[src/rtl/sop_shared_pkg.sv]
// Shared definitions for the shared-product SOP engine.
//   cfg_state_e : configuration FSM states (UNCONFIG, LOADING, ACTIVE)
//   cfg_width() : length of the serial configuration vector
package sop_shared_pkg;

  typedef enum logic [1:0] {
    ST_UNCONFIG = 2'd0,
    ST_LOADING  = 2'd1,
    ST_ACTIVE   = 2'd2
  } cfg_state_e;

  // Layout, LSB first: use[PIT][N_IN], pol[PIT][N_IN], sel[N_OUT][PIT], oen[N_OUT]
  function automatic int cfg_width(input int n_in, input int n_out, input int pit);
    return 2 * pit * n_in + n_out * pit + n_out;
  endfunction

endpackage

[src/rtl/sop_shared_engine_if.sv]
// Bundle of the configuration, input and output handshakes of sop_shared_engine.
//   master : stimulus / scoring side (drives cfg_*, in_*, out_ready)
//   slave  : the engine
interface sop_shared_engine_if #(
  parameter int N_IN  = 4,
  parameter int N_OUT = 3
);
  logic             cfg_valid;
  logic             cfg_ready;
  logic             cfg_bit;
  logic             cfg_err;
  logic             cfg_done;
  logic             in_valid;
  logic             in_ready;
  logic [N_IN-1:0]  in_data;
  logic             out_valid;
  logic             out_ready;
  logic [N_OUT-1:0] out_data;
  logic [N_OUT:0]   err_max;
  logic             err_exceed;

  modport master (
    output cfg_valid, cfg_bit, in_valid, in_data, out_ready,
    input  cfg_ready, cfg_err, cfg_done, in_ready, out_valid, out_data, err_max, err_exceed
  );

  modport slave (
    input  cfg_valid, cfg_bit, in_valid, in_data, out_ready,
    output cfg_ready, cfg_err, cfg_done, in_ready, out_valid, out_data, err_max, err_exceed
  );
endinterface

[src/rtl/sop_cfg_loader.sv]
// Serial configuration loader: shifts config bits LSB first into a shadow
// register, checks the literals-per-product limit on the final bit and copies
// the shadow into the active configuration only when the check passes.
//   clk, rst      : clock, asynchronous active-high reset
//   cfg_valid_i   : config bit offered (always accepted)
//   cfg_bit_i     : serial config bit
//   cfg_ready_o   : constant 1
//   cfg_err_o     : last commit exceeded LPP; cleared by the next accepted bit
//   cfg_done_o    : high while ACTIVE
//   active_cfg_o  : committed configuration vector
module sop_cfg_loader
  import sop_shared_pkg::*;
#(
  parameter int N_IN  = 4,
  parameter int N_OUT = 3,
  parameter int PIT   = 2,
  parameter int LPP   = 4,
  localparam int CFG_W = cfg_width(N_IN, N_OUT, PIT)
) (
  input  logic             clk,
  input  logic             rst,
  input  logic             cfg_valid_i,
  input  logic             cfg_bit_i,
  output logic             cfg_ready_o,
  output logic             cfg_err_o,
  output logic             cfg_done_o,
  output logic [CFG_W-1:0] active_cfg_o
);

  localparam int CNT_W = $clog2(CFG_W);
  localparam logic [CNT_W-1:0] LAST_BIT = CNT_W'(CFG_W - 1);

  cfg_state_e       state_q, state_d;
  logic [CNT_W-1:0] cnt_q, cnt_d;
  logic [CFG_W-1:0] shadow_q, shadow_d;
  logic [CFG_W-1:0] active_q, active_d;
  logic             err_q, err_d;
  logic [CFG_W-1:0] shifted;
  logic             lpp_ok;

  // New bit enters at the top so that after CFG_W bits the first one sits at bit 0.
  assign shifted = {cfg_bit_i, shadow_q[CFG_W-1:1]};

  // The check looks at the vector as it will be after the committing bit.
  always_comb begin
    lpp_ok = 1'b1;
    for (int p = 0; p < PIT; p++) begin
      if ($countones(shifted[p*N_IN +: N_IN]) > LPP) lpp_ok = 1'b0;
    end
  end

  always_comb begin
    // NOTE: every next-state signal gets its hold value first so no path leaves it unassigned (no latch).
    state_d  = state_q;
    cnt_d    = cnt_q;
    shadow_d = shadow_q;
    active_d = active_q;
    err_d    = err_q;
    if (cfg_valid_i) begin
      shadow_d = shifted;
      err_d    = 1'b0;
      if (state_q == ST_LOADING) begin
        if (cnt_q == LAST_BIT) begin
          cnt_d = '0;
          if (lpp_ok) begin
            active_d = shifted;
            state_d  = ST_ACTIVE;
          end else begin
            err_d   = 1'b1;
            state_d = ST_UNCONFIG;
          end
        end else begin
          cnt_d = cnt_q + 1'b1;
        end
      end else begin
        // First bit of a new load: it is bit 0, so the counter restarts at 1.
        state_d = ST_LOADING;
        cnt_d   = CNT_W'(1);
      end
    end
  end

  always_ff @(posedge clk or posedge rst) begin
    if (rst) begin
      // NOTE: the config registers are reset too, so a fresh engine never evaluates stale products.
      state_q  <= ST_UNCONFIG;
      cnt_q    <= '0;
      shadow_q <= '0;
      active_q <= '0;
      err_q    <= 1'b0;
    end else begin
      // NOTE: non-blocking assignments so every flop samples pre-edge values.
      state_q  <= state_d;
      cnt_q    <= cnt_d;
      shadow_q <= shadow_d;
      active_q <= active_d;
      err_q    <= err_d;
    end
  end

  assign cfg_ready_o  = 1'b1;
  assign cfg_err_o    = err_q;
  assign cfg_done_o   = (state_q == ST_ACTIVE);
  assign active_cfg_o = active_q;

endmodule

[src/rtl/sop_shared_engine.sv]
// Runtime-reconfigurable shared-product SOP evaluator with a 2-stage
// valid/ready datapath and an optional approximation-error monitor.
//   clk, rst : clock, asynchronous active-high reset
//   bus_if   : sop_shared_engine_if.slave (config, input and output handshakes,
//              err_max / err_exceed)
// Optional feature: define SOP_ERR_MON_EN to build the error monitor;
// otherwise err_max and err_exceed are tied to 0.
module sop_shared_engine
  import sop_shared_pkg::*;
#(
  parameter int N_IN  = 4,
  parameter int N_OUT = 3,
  parameter int PIT   = 2,
  parameter int LPP   = 4,
  parameter int ET    = 4
) (
  input  logic                 clk,
  input  logic                 rst,
  sop_shared_engine_if.slave   bus_if
);

  localparam int CFG_W   = cfg_width(N_IN, N_OUT, PIT);
  localparam int POL_OFS = PIT * N_IN;
  localparam int SEL_OFS = 2 * PIT * N_IN;
  localparam int OEN_OFS = SEL_OFS + N_OUT * PIT;
  localparam logic [N_OUT:0] ET_W = (N_OUT + 1)'(ET);

  logic [CFG_W-1:0] cfg;
  logic             cfg_done;

  sop_cfg_loader #(.N_IN(N_IN), .N_OUT(N_OUT), .PIT(PIT), .LPP(LPP)) u_loader (
    .clk          (clk),
    .rst          (rst),
    .cfg_valid_i  (bus_if.cfg_valid),
    .cfg_bit_i    (bus_if.cfg_bit),
    .cfg_ready_o  (bus_if.cfg_ready),
    .cfg_err_o    (bus_if.cfg_err),
    .cfg_done_o   (cfg_done),
    .active_cfg_o (cfg)
  );
  assign bus_if.cfg_done = cfg_done;

  // Products and per-output product masks from the active config.
  logic [PIT-1:0]            prod;
  logic [N_OUT-1:0][PIT-1:0] mask;

  always_comb begin
    for (int p = 0; p < PIT; p++) begin
      // Unused literals are forced true; an empty product is forced false.
      prod[p] = (|cfg[p*N_IN +: N_IN]) &
                (&((bus_if.in_data ^ cfg[POL_OFS + p*N_IN +: N_IN]) | ~cfg[p*N_IN +: N_IN]));
    end
    for (int k = 0; k < N_OUT; k++) begin
      mask[k] = cfg[SEL_OFS + k*PIT +: PIT] & {PIT{cfg[OEN_OFS + k]}};
    end
  end

  // Handshake: a stage advances when it is empty or its successor advances.
  logic s1_valid_q, out_valid_q;
  logic s1_adv, s2_adv, in_ready, in_fire;

  assign s2_adv   = !out_valid_q || bus_if.out_ready;
  assign s1_adv   = !s1_valid_q || s2_adv;
  assign in_ready = cfg_done && s1_adv;
  assign in_fire  = bus_if.in_valid && in_ready;

  // The masks travel with the products so a word finishes under the config it
  // entered with, even if a new config commits while it is stalled.
  logic [PIT-1:0]            s1_prod_q;
  logic [N_OUT-1:0][PIT-1:0] s1_mask_q;
  logic [N_OUT-1:0]          out_d, out_data_q;

  always_comb begin
    for (int k = 0; k < N_OUT; k++) out_d[k] = |(s1_mask_q[k] & s1_prod_q);
  end

  always_ff @(posedge clk or posedge rst) begin
    if (rst) begin
      s1_valid_q  <= 1'b0;
      s1_prod_q   <= '0;
      s1_mask_q   <= '0;
      out_valid_q <= 1'b0;
      out_data_q  <= '0;
    end else begin
      if (s1_adv) begin
        s1_valid_q <= in_fire;
        if (in_fire) begin
          s1_prod_q <= prod;
          s1_mask_q <= mask;
        end
      end
      if (s2_adv) begin
        out_valid_q <= s1_valid_q;
        if (s1_valid_q) out_data_q <= out_d;
      end
    end
  end

  assign bus_if.in_ready  = in_ready;
  assign bus_if.out_valid = out_valid_q;
  assign bus_if.out_data  = out_data_q;

`ifdef SOP_ERR_MON_EN
  // Exact adder result travels alongside the products; the error is taken
  // against it in S2 and folded into the statistics when the result leaves.
  logic [N_OUT-1:0] exact_d, s1_exact_q, err_d, s2_err_q;
  logic [N_OUT:0]   err_max_q;
  logic             err_exceed_q;

  assign exact_d = N_OUT'(bus_if.in_data[N_IN/2-1:0]) + N_OUT'(bus_if.in_data[N_IN-1:N_IN/2]);
  assign err_d   = (out_d >= s1_exact_q) ? (out_d - s1_exact_q) : (s1_exact_q - out_d);

  always_ff @(posedge clk or posedge rst) begin
    if (rst) begin
      s1_exact_q   <= '0;
      s2_err_q     <= '0;
      err_max_q    <= '0;
      err_exceed_q <= 1'b0;
    end else begin
      if (s1_adv && in_fire)     s1_exact_q <= exact_d;
      if (s2_adv && s1_valid_q)  s2_err_q   <= err_d;
      if (out_valid_q && bus_if.out_ready) begin
        if ({1'b0, s2_err_q} > err_max_q) err_max_q <= {1'b0, s2_err_q};
        if ({1'b0, s2_err_q} > ET_W)      err_exceed_q <= 1'b1;
      end
    end
  end

  assign bus_if.err_max    = err_max_q;
  assign bus_if.err_exceed = err_exceed_q;
`else
  logic unused_et;
  assign unused_et         = ^ET_W;
  assign bus_if.err_max    = '0;
  assign bus_if.err_exceed = 1'b0;
`endif

endmodule

[src/flat_wrapper.sv]
// flat-port wrapper written by rule: the top's interface ports become plain ports
module sop_shared_engine_flat import sop_shared_pkg::*;
#(
  parameter int N_IN  = 4,
  parameter int N_OUT = 3,
  parameter int PIT   = 2,
  parameter int LPP   = 4,
  parameter int ET    = 4
)
  (clk, rst, bus_if_cfg_valid, bus_if_cfg_bit, bus_if_in_valid, bus_if_in_data, bus_if_out_ready, bus_if_cfg_ready, bus_if_cfg_err, bus_if_cfg_done, bus_if_in_ready, bus_if_out_valid, bus_if_out_data, bus_if_err_max, bus_if_err_exceed);
  sop_shared_engine_if #(.N_IN(N_IN), .N_OUT(N_OUT)) bus_if_i ();
  input  logic clk;
  input  logic rst;
  input wire logic [$bits(bus_if_i.cfg_valid)-1:0] bus_if_cfg_valid;
  input wire logic [$bits(bus_if_i.cfg_bit)-1:0] bus_if_cfg_bit;
  input wire logic [$bits(bus_if_i.in_valid)-1:0] bus_if_in_valid;
  input wire logic [$bits(bus_if_i.in_data)-1:0] bus_if_in_data;
  input wire logic [$bits(bus_if_i.out_ready)-1:0] bus_if_out_ready;
  output wire logic [$bits(bus_if_i.cfg_ready)-1:0] bus_if_cfg_ready;
  output wire logic [$bits(bus_if_i.cfg_err)-1:0] bus_if_cfg_err;
  output wire logic [$bits(bus_if_i.cfg_done)-1:0] bus_if_cfg_done;
  output wire logic [$bits(bus_if_i.in_ready)-1:0] bus_if_in_ready;
  output wire logic [$bits(bus_if_i.out_valid)-1:0] bus_if_out_valid;
  output wire logic [$bits(bus_if_i.out_data)-1:0] bus_if_out_data;
  output wire logic [$bits(bus_if_i.err_max)-1:0] bus_if_err_max;
  output wire logic [$bits(bus_if_i.err_exceed)-1:0] bus_if_err_exceed;
  assign bus_if_i.cfg_valid = bus_if_cfg_valid;
  assign bus_if_i.cfg_bit = bus_if_cfg_bit;
  assign bus_if_i.in_valid = bus_if_in_valid;
  assign bus_if_i.in_data = bus_if_in_data;
  assign bus_if_i.out_ready = bus_if_out_ready;
  assign bus_if_cfg_ready = bus_if_i.cfg_ready;
  assign bus_if_cfg_err = bus_if_i.cfg_err;
  assign bus_if_cfg_done = bus_if_i.cfg_done;
  assign bus_if_in_ready = bus_if_i.in_ready;
  assign bus_if_out_valid = bus_if_i.out_valid;
  assign bus_if_out_data = bus_if_i.out_data;
  assign bus_if_err_max = bus_if_i.err_max;
  assign bus_if_err_exceed = bus_if_i.err_exceed;
  sop_shared_engine #(.N_IN(N_IN), .N_OUT(N_OUT), .PIT(PIT), .LPP(LPP), .ET(ET)) u_core (.clk(clk), .rst(rst), .bus_if(bus_if_i));
endmodule
[config.mk]
export PLATFORM = sky130hd
export DESIGN_NAME = sop_shared_engine_flat
export DESIGN_NICKNAME = d
export VERILOG_FILES = /design/src/rtl/sop_shared_pkg.sv /design/src/rtl/sop_shared_engine_if.sv /design/src/rtl/sop_cfg_loader.sv /design/src/rtl/sop_shared_engine.sv /design/src/flat_wrapper.sv
export SDC_FILE = /design/constraint.sdc
export NUM_CORES = 1
export LEC_CHECK = 0
export ABC_AREA = 1
export ABC_CLOCK_PERIOD_IN_PS = 2800
export CAP_MARGIN = 10
export CORE_ASPECT_RATIO = 1.75
export CORE_UTILIZATION = 55
export CTS_BUF_LIST = sky130_fd_sc_hd__clkbuf_8
export DETAILED_ROUTE_END_ITERATION = 10
export HOLD_SLACK_MARGIN = 0.06
export PLACE_DENSITY = 0.78
export SYNTH_ARGS = -nofsm -noshare
export SYNTH_HDL_FRONTEND = slang
export SYNTH_SLANG_ARGS = --single-unit
[constraint.sdc]
create_clock -name clk -period 2.8 [get_ports clk]
set_clock_uncertainty 0.15 [all_clocks]
set_input_delay 0.56 -clock clk [delete_from_list [all_inputs] [get_ports clk]]
set_output_delay 0.56 -clock clk [all_outputs]
set_load 0.03 [all_outputs]
==> results.md <==
* Pre-CTS WS at 0.175 ns
* Critical Path Fanout Max at 2
* DP HPWL at 3.99 mm
* Synth area leader: dfrtp_1
* Post-synth EDFFs at 0
* Seq. cell area at 1750 sq um
* CTS resizes at 0
* Multi-input logic area at 1240 sq um
* Total global routing overflow at 0
* Post-route antenna net violation count at 0
* Wire per inst at 11.8 um
* # hold bufs at CTS at 0
* Die height at 104 um
* Design Power at 2.71 mW
* Share of cells above drive strength 1 at 10.6%
* WP data arrival at 1.94 ns
* Worst-skew pair later-pin latency at 0.34 ns
* Crit. End Element: primary output
* Peak VDD IR at 0.000426 V
* I/O pins at 23
* Post-synthesis sequential area ratio at 53.8%
* H-tree levels at 3
* WL final at 5.67 mm
* DR DRC count at 0
* Routability cong. at 0.758
* Simple-Gate Fraction of Synth Area at 25.4%
* P&R area growth vs syn at 13.3%
* Gate Count Post-Synth at 380
* Detailed Routing Iterations Pass 1 at 5
* Initial antenna violation count at 0
* Cell variety after synth at 27
* Die ar. at 6240 sq um
* Row cnt at 36
* Final Slew Violations at 0
* Synth Area in Adders at 3.54%
* Post-synthesis compound-gate area fraction at 7.61%
* Fin. Hold Viols at 0
* Final worst slack at 0.153 ns
* Initial Utilization at 57.8%
* Async S/R FF share, synth at 100%
* Hold Path Class: flop to flop
* Final period util at 94.5%
* CTS root buf: clkbuf_8
* Max-cap violations at 0
* Final min period at 2.65 ns
* RSZ-0062 raised after global routing: no
* Setup Fix Bufs, Post-CTS at 0
* Post-Syn Area per Cell at 8.57 sq um
* Input/output buffers at 16
* Nets at 418
* # setup viols final at 0
* Largest net degree at the start of global routing at 71
* F_max at 378 MHz
* Total clock sinks at 70
* Mux contribution to synthesized area at 0%
* Top cell type's share of synthesized area at 53.8%
* Initial drt markers at 109
* Vias in the first global route at 2,304
* Leakage dissipation at 1.89 nW
* Ant diodes at 0
* First-pass GRT wire length at 9.67 mm
* Leading cell type in the layout, fill and taps excluded: nand2_1
* Vias at 2,370
* GRT Total Usage at 20.8%
* Final cell count without fillers at 481
* Top FF cell, synth: dfrtp_1
* Die width at 60.2 um
* Vias/cell at 4.93
* Startpoint class of the critical path: primary input
* CORE AREA at 5630 sq um
* Post-Syn Area at 3260 sq um
* Largest cells by area after synthesis: dfrtp_1 (54%), nand2_1 (18%), inv_1 (4.4%)
* CTS max path bufs at 2
* Status: completed
* Largest family of logic cells by synthesized area: simple AND/OR/NAND/NOR gates
* Crit path required time at 2.09 ns
* Power Dens Cells at 735 nW/um^2
* TritonCTS Buffers at 9
* Clock transition at path regs at 0.07 ns
* CTS tree: built
* Final TNS setup at 0 ns
* Post-Synth XOR/XNOR Area at 0.807%
* Ys Warns at 0
* Yosys reg bits at 70
* Util after Layout at 65.5%
* Cells after DPL at 465
* Most frequent cells in the layout: nand2_1 (155), dfrtp_1 (70), inv_1 (37), o21ai_0 (25), nor2_1 (21)
* FILL cells at 463
* Crit Path Class: primary input to primary output
## metal layers
| layer | GRT usage [%] | vias up | share of wire (%) |
|---|---|---|---|
| li1 | - | 1193 | - |
| met1 | 22.6 | 1129 | 41 |
| met2 | 35.2 | 37 | 53 |
| met3 | 5.99 | 11 | 3.6 |
| met4 | 10.1 | 0 | 2.3 |
| met5 | 0 | - | 0 |
## kinds of logic after synthesis
kind of cell | after synthesis
XOR/XNOR | 3
adder cells (fa/ha/maj) | 8
AND/OR/NAND/NOR | 197
AO/OA/AOI/OAI | 42
buffers and inverters | 58
other | 2
flip-flops | 70
## report_power, final
group,internal (mW),switching [mW],leakage [nW],total (mW)
Clock,0.550,0.372,0.116,0.921
Sequential,1.19,0.147,0.940,1.34
Combinational,0.178,0.274,0.838,0.452
Total,1.92,0.794,1.89,2.71
## synthesized netlist by cell type (2+ instances only)
cell and count:
nand3_2 2, nand3_1 8, fa_1 2, nor2_4 4, buf_6 5, buf_4 6, o21ai_2 7, xor2_1 3
clkbuf_1 2, o21ai_0 25, inv_2 3, nand2_1 155, a22o_1 3, conb_1 2, buf_2 3, inv_1 38
nor2_1 21, nand4_1 3, a21oi_1 6, ha_1 6, dfrtp_1 70
## worst paths after layout
kind,slack (ns),to,depth (start not counted),from
min in group asynchronous,0.45,u_core.s1_mask_q[3],3,rst
max reg2reg,0.31,u_core.u_loader.active_cfg_o[13],11,u_core.u_loader.shadow_q[5]
min reg2reg,0.32,u_core.u_loader.active_cfg_o[20],2,u_core.u_loader.active_cfg_o[20]
min,0.32,u_core.u_loader.active_cfg_o[20],2,u_core.u_loader.active_cfg_o[20]
max,0.15,bus_if_in_ready,6,bus_if_out_ready
max in group asynchronous,1.75,u_core.u_loader.shadow_q[5],3,rst
## flip-flops by register name, indices dropped and copies added, names as in the netlist
signal                        flops
u_core.s1_valid_q                 1
u_core.bus_if.out_data            3
u_core.u_loader.cnt_q             5
u_core.u_loader.shadow_q         24
u_core.s1_mask_q                  6
u_core.u_loader.active_cfg_o     25
u_core.s1_prod_q                  2
u_core.u_loader.cfg_err_o         1
u_core.bus_if.out_valid           1
u_core.u_loader.state_q           2
## stage by stage
| stage | instance area (sq um) | hold slack, ns |
|---|---|---|
| after global placement | 3460 | 0.306 |
| after global routing | 3690 | 0.345 |
| after floorplan | 3270 | 0.292 |
| final | 3690 | 0.322 |
| after detailed placement | 3460 | 0.309 |
| after CTS | 3690 | 0.327 |
## final cells by class
type	instances	area share (%)
flip-flops and latches	70	47.5
well taps	76	2.58
multi-input cells	256	33.5
clock inverters	5	2.20
repair buffers	22	5.90
inverters	41	4.17
clock buffers	11	4.10
## worst max-delay path, cell delays in order
cell and delay, ns:
clkdlybuf4s50_1 0.46, inv_1 0.05, nand3_1 0.09, nand2_1 0.06, inv_1 0.06, clkdlybuf4s50_1 0.66
Power figures use the tool's default switching activity.
